--- config.mk ---
export PLATFORM = sky130hd
export DESIGN_NAME = shift_seq_reg
export DESIGN_NICKNAME = d
export VERILOG_FILES = /design/src/rtl/shift_seq_reg.sv
export SDC_FILE = /design/constraint.sdc
export NUM_CORES = 1
export LEC_CHECK = 0
export ABC_AREA = 1
export CAP_MARGIN = 20
export CORE_UTILIZATION = 52
export CTS_BUF_LIST = sky130_fd_sc_hd__clkbuf_2
export CTS_CLUSTER_DIAMETER = 150
export DETAILED_ROUTE_END_ITERATION = 6
export HOLD_SLACK_MARGIN = 0.12
export PLACE_DENSITY = 0.85
export REMOVE_ABC_BUFFERS = 1
export SETUP_SLACK_MARGIN = 0.05
export SLEW_MARGIN = 20
export SYNTH_ARGS = -nofsm -noshare
export SYNTH_HDL_FRONTEND = slang
export SYNTH_SLANG_ARGS = --single-unit
--- constraint.sdc ---
create_clock -name clk -period 3.18 [get_ports clk]
set_input_delay 0.954 -clock clk [delete_from_list [all_inputs] [get_ports clk]]
set_output_delay 0.954 -clock clk [all_outputs]
set_load 0.005 [all_outputs]
--- src/rtl/shift_seq_reg.sv ---
// Universal shift register with serial/zero/rotate/arithmetic fill and a
// counter-sequenced burst mode that raises busy while running and pulses done at the end.
module shift_seq_reg #(
  parameter int WIDTH = 8,
  parameter int CNT_W = 4
) (
  input  logic             clk,
  input  logic             reset,
  input  logic [1:0]       S,
  input  logic [1:0]       M,
  input  logic             IL,
  input  logic             IR,
  input  logic [WIDTH-1:0] In,
  input  logic             start,
  input  logic [CNT_W-1:0] cnt,
  output logic [WIDTH-1:0] out,
  output logic             so,
  output logic             busy,
  output logic             done
);

  typedef enum logic {IDLE, RUN} state_t;

  state_t             state_q, state_d;
  logic [CNT_W-1:0]   rem_q, rem_d;
  logic               dir_q, dir_d;
  logic [1:0]         m_q, m_d;
  logic [WIDTH-1:0]   out_q, out_d;
  logic               so_q, so_d;
  logic               done_q, done_d;

  logic               stepLeft;
  logic [1:0]         stepMode;
  logic               fillBit;
  logic [WIDTH-1:0]   shiftVal;
  logic               shiftSo;

  // A burst steps with the direction and mode latched at start; otherwise the live inputs apply.
  always_comb begin
    stepLeft = (state_q == RUN) ? dir_q : S[0];
    stepMode = (state_q == RUN) ? m_q : M;
    fillBit  = 1'b0;
    case (stepMode)
      2'b00:   fillBit = stepLeft ? IL : IR;
      2'b01:   fillBit = 1'b0;
      2'b10:   fillBit = stepLeft ? out_q[WIDTH-1] : out_q[0];
      default: fillBit = stepLeft ? 1'b0 : out_q[WIDTH-1];
    endcase
    shiftVal = stepLeft ? {out_q[WIDTH-2:0], fillBit} : {fillBit, out_q[WIDTH-1:1]};
    shiftSo  = stepLeft ? out_q[WIDTH-1] : out_q[0];
  end

  always_comb begin
    state_d = state_q;
    rem_d   = rem_q;
    dir_d   = dir_q;
    m_d     = m_q;
    out_d   = out_q;
    so_d    = so_q;
    done_d  = 1'b0;
    case (state_q)
      IDLE: begin
        case (S)
          2'b01: out_d = In;
          2'b10, 2'b11: begin
            if (start) begin
              dir_d = S[0];
              m_d   = M;
              if (cnt != '0) begin
                rem_d   = cnt;
                state_d = RUN;
              end else begin
                done_d = 1'b1;
              end
            end else begin
              out_d = shiftVal;
              so_d  = shiftSo;
            end
          end
          default: ;
        endcase
      end
      default: begin
        out_d = shiftVal;
        so_d  = shiftSo;
        rem_d = rem_q - CNT_W'(1);
        if (rem_q == CNT_W'(1)) begin
          state_d = IDLE;
          done_d  = 1'b1;
        end
      end
    endcase
  end

  always_ff @(posedge clk or negedge reset) begin
    if (!reset) begin
      state_q <= IDLE;
      rem_q   <= '0;
      dir_q   <= 1'b0;
      m_q     <= 2'b00;
      out_q   <= '0;
      so_q    <= 1'b0;
      done_q  <= 1'b0;
    end else begin
      state_q <= state_d;
      rem_q   <= rem_d;
      dir_q   <= dir_d;
      m_q     <= m_d;
      out_q   <= out_d;
      so_q    <= so_d;
      done_q  <= done_d;
    end
  end

  assign out  = out_q;
  assign so   = so_q;
  assign done = done_q;
  assign busy = (state_q == RUN);

endmodule

==> results by group, run 1 <==
Synthesis
  • Synth cell types: 24
  • Post-synthesis sequential area ratio: 40.22%
  • Syn_area_per_cell: 7.272 µm²
  • Yosys reg bits: 18
  • YS warnings: 0
  • Syn Inst Count: 154
  • Synthesized area: 1120 µm²

Clock network
  • Clock-pin slew of the registers on the worst-case setup and hold paths: 0.17 ns
  • Clock Path Buffers: 2
  • CTS H-tree depth: 1
  • Cts bufs inserted: 3
  • Hold Buf Count CTS: 0
  • Clock root buffer: clkbuf_2
  • Skew-Pair Late Insertion Delay: 0.30 ns
  • CTS tree: done
  • Sink Count: 18
  • Resized cells post-CTS: 0
  • Postcts setup bufs: 0

Power and ir drop
  • Sequential power share: 35.1%
  • Internal power: 702.0 µW
  • Combinational power share: 56.9%
  • Switching Fraction: 43.54%
  • Clock share of power: 8.0%
  • Pwr dens: 861.2 nW/µm²
  • Sw Pwr: 541.5 µW
  • Pleak: 0.6982 nW
  • Worst vdd ir: 462.6 µV

Worst setup path
  • Crit Path Class: reg2out
  • CP max FO: 10
  • Crit path max-delay family: flip-flops
  • CP max stage delay: 0.64 ns
  • Crit end category: output port
  • Reg2reg setup slack: 1.55 ns
  • Worst path slowest cell: dfrtp_1
  • CP Cell Sequence: clkdlybuf4s50_1
  • Type of origin of the critical path: flop
  • WP buf/inv: 1
  • R2R depth: 6
  • Critical path required time: 2.23 ns
  • Worst flop-to-flop path endpoint: out[2]$_DFFE_PN0P_
  • RR Startpoint: busy$_DFF_PN0_
  • Arr. time, crit path: 1.52 ns

STA
  • RSZ-0062 raised after global routing: false
  • Tcrit/Tclk final: 77.83%
  • Setup TNS Final: 0 ns
  • Hold Vio Cnt, Final: 0
  • Fin crit period: 2.475 ns
  • Max frequency: 404.1 MHz
  • Worst slew margin: 42.65%
  • Hold Slack: 0.5278 ns
  • Clock Skew: 0.0007595 ns
  • Setup violators final: 0
  • Slew at the pin closest to its max-slew limit: 0.8576 ns
  • Fin. max-slew vios: 0

Place
  • IO buf count: 31
  • Inst Count DP: 208
  • Post-DP HPWL: 1.889 mm
  • Placer congestion estimate: 0.8311

Finish
  • Layout cell share with drive strength beyond 1: 7.568%
  • Most common cell after layout, fill and taps aside: nand2_1
  • Commonest non-fill, non-tap cells in the layout: nand2_1, clkdlybuf4s50_1, dfrtp_1
  • Diode count: 0
  • Nets: 209
  • Finished Layout Cells: 212
  • Area delta synth->final: 28.94%

Routing
  • Via density: 5.241
  • DR vias: 1111
  • DRC Markers: 0
  • DRT Wirelength: 2.484 mm
  • Initial DRC count: 25
  • First-pass iteration count of the detailed router: 6
  • Post-DRT Antenna Nets: 0
  • WL/cell: 11.72 µm

Floorplanning
  • Core area: 2002 µm²
  • IO Pins: 32
  • Die area: 2343 µm²
  • Die width: 48.41 µm
  • Row cnt: 16
  • Height of the die: 48.41 µm
  • Starting density of the core: 55.94%

Global routing
  • Total grt overflow: 0
  • Initial antenna violation count: 0
  • First-pass GRT wire length: 4.512 mm
  • Largest net degree at the start of global routing: 19
  • GRT Util Overall: 23.87%
  • Number of global-route vias before repair: 1065

Run
  • Max-cap violations: 0

Run status
  • Status: complete, no violations

Min path
  • Min-Delay Path Class: reg2reg
  • Worst Hold Launch: m_q[1]$_DFFE_PN0P_
  • Hold Path Depth: 2
  • Worst Hold End: m_q[1]$_DFFE_PN0P_
## cell type report
type	count	area, µm²
clock buffer	3	15.01
clock inverter	1	3.754
fill	176	558.0
inverter	20	77.57
multi-input combinational	112	553.0
sequential	18	450.4
tap	27	33.78
timing repair buffer	31	310.3
## flip-flops by register name (all words and copies together), names as in the netlist
register  count
out           8
rem_q         4
m_q           2
busy          1
dir_q         1
done          1
so            1
## logic make-up after synthesis
group | count (synthesis) | share of synthesized area (%)
and+or+nand+nor | 73 | 27.93
AOI/OAI and AO/OA | 37 | 19.22
adders and majority gates | 2 | 2.234
DFF | 18 | 40.22
buffers and inverters | 24 | 10.39
## cell usage after synthesis
cell type / count / area share [%]
nand2_1: 50 / 17
dfrtp_1: 18 / 40
inv_1: 16 / 5.4
o21ai_0: 15 / 6.7
a21oi_1: 9 / 4.0
nor2_1: 9 / 3.0
nand3_1: 7 / 3.1
o21ai_1: 5 / 2.2
buf_6: 3 / 3.0
inv_2: 3 / 1.0
o221ai_1: 3 / 2.3
ha_1: 2 / 2.2
nand2_2: 2 / 1.1
nand3_2: 2 / 1.8
a21boi_0: 1 / 0.67
a31oi_1: 1 / 0.56
buf_2: 1 / 0.45
inv_4: 1 / 0.56
nand4_1: 1 / 0.56
nor2_4: 1 / 1.0
o211ai_1: 1 / 0.67
o21ai_4: 1 / 1.5
o22ai_1: 1 / 0.56
or2_2: 1 / 0.56
## per-layer routing
layer | share of wire (%) | vias up | global-route usage [%]
met2 | 48 | 26 | 40.85
li1 | - | 564 | -
met1 | 48 | 517 | 32.31
met5 | 0 | - | 0
met4 | 0.97 | 0 | 6.373
met3 | 3.4 | 4 | 2.516
## power by group through the flow
stage	logic, mW	clock network, mW	registers, mW
detailed placement	0.703	0	0.443
floorplan	0.448	0	0.432
global route	0.806	0.111	0.456
global placement	0.687	0	0.439
CTS	0.710	0.102	0.436
finish	0.707	0.0998	0.437
## stage by stage
step                power, mW  instance area (µm²)  utilization, %  worst slack [ns]
floorplan              0.8797                 1081               -             1.422
global placement        1.126                 1425           71.19            0.6599
detailed placement      1.145                 1425           71.19            0.6820
CTS                     1.247                 1444           72.13            0.6978
global route            1.373                 1444           72.13            0.6443
finish                  1.244                 1444           72.13            0.7052
## worst max path at each step
stage                     cells past startpoint            from  slack, ns            endpoint
final                                         1  busy$_DFF_PN0_       0.71                busy
after global routing                          1  busy$_DFF_PN0_       0.64                busy
after CTS                                     1  busy$_DFF_PN0_       0.70                busy
after detailed placement                      7            S[1]       0.68  out[1]$_DFFE_PN0P_
after global placement                        7            S[1]       0.66  out[2]$_DFFE_PN0P_
after floorplan                               6            S[1]       1.42  out[2]$_DFFE_PN0P_
Note: power is estimated with default switching activity, not from simulation.
==> run 2, diff against run 1 <==
--- a/config.mk
+++ b/config.mk
@@ -7,12 +7,12 @@
 export LEC_CHECK = 0
 export ABC_AREA = 1
 export CAP_MARGIN = 20
-export CORE_UTILIZATION = 52
+export CORE_UTILIZATION = 44
 export CTS_BUF_LIST = sky130_fd_sc_hd__clkbuf_2
 export CTS_CLUSTER_DIAMETER = 150
 export DETAILED_ROUTE_END_ITERATION = 6
 export HOLD_SLACK_MARGIN = 0.12
-export PLACE_DENSITY = 0.85
+export PLACE_DENSITY = 0.77
 export REMOVE_ABC_BUFFERS = 1
 export SETUP_SLACK_MARGIN = 0.05
 export SLEW_MARGIN = 20
==> constraint.sdc (replaced) <==
create_clock -name clk -period 2.2 [get_ports clk]
set_input_delay 0.66 -clock clk [delete_from_list [all_inputs] [get_ports clk]]
set_output_delay 0.66 -clock clk [all_outputs]
set_load 0.005 [all_outputs]
==> run 2 against run 1 <==
- sequential power up 41%
- sequential share of layout area down 0.82 points
- combinational power rose by 50%
- register-to-register slack lost 0.90 ns
- critical path type unchanged
- highest routed layer unchanged
==> results by group, run 2 (synthesis results as in run 1) <==
Worst setup path
  • Instance count on the critical path: 1 (unchanged)
  • Worst path slowest cell: clkdlybuf4s50_1
  • WP buf/inv: 1 (unchanged)
  • Crit Path Class: reg2out
  • R2R depth: 11 (+5)
  • Arr. time, crit path: 1.30 ns (-0.22 ns)
  • CP Cell Sequence: clkdlybuf4s50_1
  • Crit end category: output port
  • Crit path max-delay family: buffers and inverters
  • Critical path required time: 1.54 ns (-0.69 ns)
  • CP max stage delay: 0.53 ns (-0.11 ns)
  • Type of origin of the critical path: flop
  • CP max FO: 4 (-6)

Global routing
  • Met3 Track Usage GR: 2.609% (+0.093 points)
  • Initial antenna violation count: 0 (unchanged)
  • Total grt overflow: 0 (unchanged)
  • Largest net degree at the start of global routing: 19 (unchanged)
  • GRT Util Overall: 21.59% (-2.3 points)
  • First-pass GRT wire length: 4.395 mm (-2.6%)
  • M1 GR Usage: 28.39% (-3.9 points)
  • Busiest grt layer: met2
  • Number of global-route vias before repair: 1024 (-3.8%)
  • Met2 GRT Util: 36.08% (-4.8 points)

Power and ir drop
  • Switching Fraction: 43.16% (-0.38 points)
  • Internal power: 1.035 mW (+47%)
  • Combinational power share: 58.3% (+1.4 points)
  • Pleak: 0.7212 nW (+3.3%)
  • Total power: 1.822 mW (+46%)
  • Sequential power share: 33.7% (-1.4 points)
  • Pwr dens: 1229 nW/µm² (+43%)
  • Worst vdd ir: 667.5 µV (+44%)
  • Sw Pwr: 786.2 µW (+45%)
  • Clock share of power: 8.0% (about the same)

Place
  • IO buf count: 31 (unchanged)
  • Placer congestion estimate: 0.8315 (about the same)
  • Post-DP HPWL: 1.944 mm (+2.9%)

Min path
  • Hold Path Depth: 2 (unchanged)
  • Min-Delay Path Class: reg2reg

STA
  • Fin crit period: 1.962 ns
  • Hold Vio Cnt, Final: 0 (unchanged)
  • Tcrit/Tclk final: 89.19%
  • Setup TNS Final: 0 ns (unchanged)
  • Clock Skew: 0.01158 ns (+0.01082 ns)
  • RSZ-0062 raised after global routing: false
  • Max frequency: 509.6 MHz
  • Slew at the pin closest to its max-slew limit: 0.2386 ns (-0.6190 ns)
  • Setup violators final: 0 (unchanged)
  • Fin. max-slew vios: 0 (unchanged)
  • Worst slew margin: 84.10% (+41 points)

Floorplanning
  • Row cnt: 17 (+1)
  • Die width: 52.45 µm (+8.4%)
  • Core area: 2297 µm² (+15%)
  • Die area: 2751 µm² (+17%)
  • Starting density of the core: 48.75% (-7.2 points)
  • Height of the die: 52.45 µm (+8.4%)
  • IO Pins: 32 (unchanged)

Finish
  • Max FFs per register: 8 (unchanged)
  • Commonest non-fill, non-tap cells in the layout: nand2_1, clkdlybuf4s50_1, dfrtp_1
  • Layout cell share with drive strength beyond 1: 10.00% (+2.4 points)
  • Final core occ: 64.54% (-7.6 points)
  • Area delta synth->final: 32.40%
  • Nets: 214 (+2.4%)
  • Most common cell after layout, fill and taps aside: nand2_1
  • Layout fillers: 218 (+24%)
  • Diode count: 0 (unchanged)

Clock network
  • Cts bufs inserted: 3 (unchanged)
  • CTS tree: done
  • CTS H-tree depth: 1 (unchanged)
  • Resized cells post-CTS: 0 (unchanged)
  • Hold Buf Count CTS: 0 (unchanged)
  • Clock Path Buffers: 2 (unchanged)
  • Sink Count: 18 (unchanged)
  • Skew-Pair Late Insertion Delay: 0.31 ns (about the same)
  • Clock root buffer: clkbuf_2
  • Clock-pin slew of the registers on the worst-case setup and hold paths: 0.18 ns (about the same)
  • Postcts setup bufs: 0 (unchanged)

Routing
  • First-pass iteration count of the detailed router: 4 (-2)
  • DRT Wirelength: 2.545 mm (+2.5%)
  • Via density: 5.032 (-4.0%)
  • WL/cell: 11.67 µm (-0.36%)
  • Initial DRC count: 24 (-4.0%)
  • Post-DRT Antenna Nets: 0 (unchanged)
  • DR vias: 1097 (-1.3%)
  • DRC Markers: 0 (unchanged)

Run
  • Max-cap violations: 0 (unchanged)

Run status
  • Status: complete, no violations
-- run 2: cell count changes in the layout (fill, tap and decap cells not counted) --
cell and delta:
buf_4 +5
-- run 2: layout make-up --
| type | instances | area, µm² | area share, % |
|---|---|---|---|
| Multi-Input combinational cell | 112 | 553.0 | 37.30 |
| Sequential cell | 18 | 450.4 | 30.38 |
| Timing Repair Buffer | 36 | 347.8 | 23.46 |
| Inverter | 20 | 77.57 | 5.232 |
| Tap cell | 28 | 35.03 | 2.363 |
| Clock buffer | 3 | 15.01 | 1.013 |
| Clock inverter | 1 | 3.754 | 0.2532 |
-- run 2: per-layer routing --
layer,vias up,share of wire (%)
li1,576,-
met1,486,48
met2,30,46
met3,5,4.1
met4,0,1.6
met5,-,0
-- run 2: path summary, 6_finish.rpt --
check | from | end | slack (ns)
setup / recovery | out[0]$_DFFE_PN0P_ | out[0] | 0.24
hold / removal | m_q[1]$_DFFE_PN0P_ | m_q[1]$_DFFE_PN0P_ | 0.52
setup reg to reg | busy$_DFF_PN0_ | out[7]$_DFFE_PN0P_ | 0.65
hold reg to reg | m_q[1]$_DFFE_PN0P_ | m_q[1]$_DFFE_PN0P_ | 0.52
max in group asynchronous | reset | out[2]$_DFFE_PN0P_ | 1.35
min in group asynchronous | reset | out[0]$_DFFE_PN0P_ | 0.64
-- run 2: power groups by stage --
| stage | registers (mW) | logic (mW) | clock network [mW] |
|---|---|---|---|
| after floorplan | 0.624 | 0.647 | 0 |
| after CTS | 0.614 | 1.07 | 0.153 |
| after global placement | 0.617 | 1.04 | 0 |
| final | 0.614 | 1.06 | 0.146 |
| after global routing | 0.641 | 1.22 | 0.164 |
| after detailed placement | 0.622 | 1.07 | 0 |
-- run 2: metrics by stage --
step / instances / setup slack (ns) / hold slack, ns / instance area [µm²]
finish: 218 / 0.2378 / 0.5180 / 1483
global route: 218 / 0.2090 / 0.5753 / 1483
CTS: 218 / 0.2357 / 0.5288 / 1483
detailed placement: 214 / 0.09837 / 0.4898 / 1464
global placement: 214 / 0.1597 / 0.4741 / 1464
floorplan: 150 / 0.7358 / 0.3644 / 1081
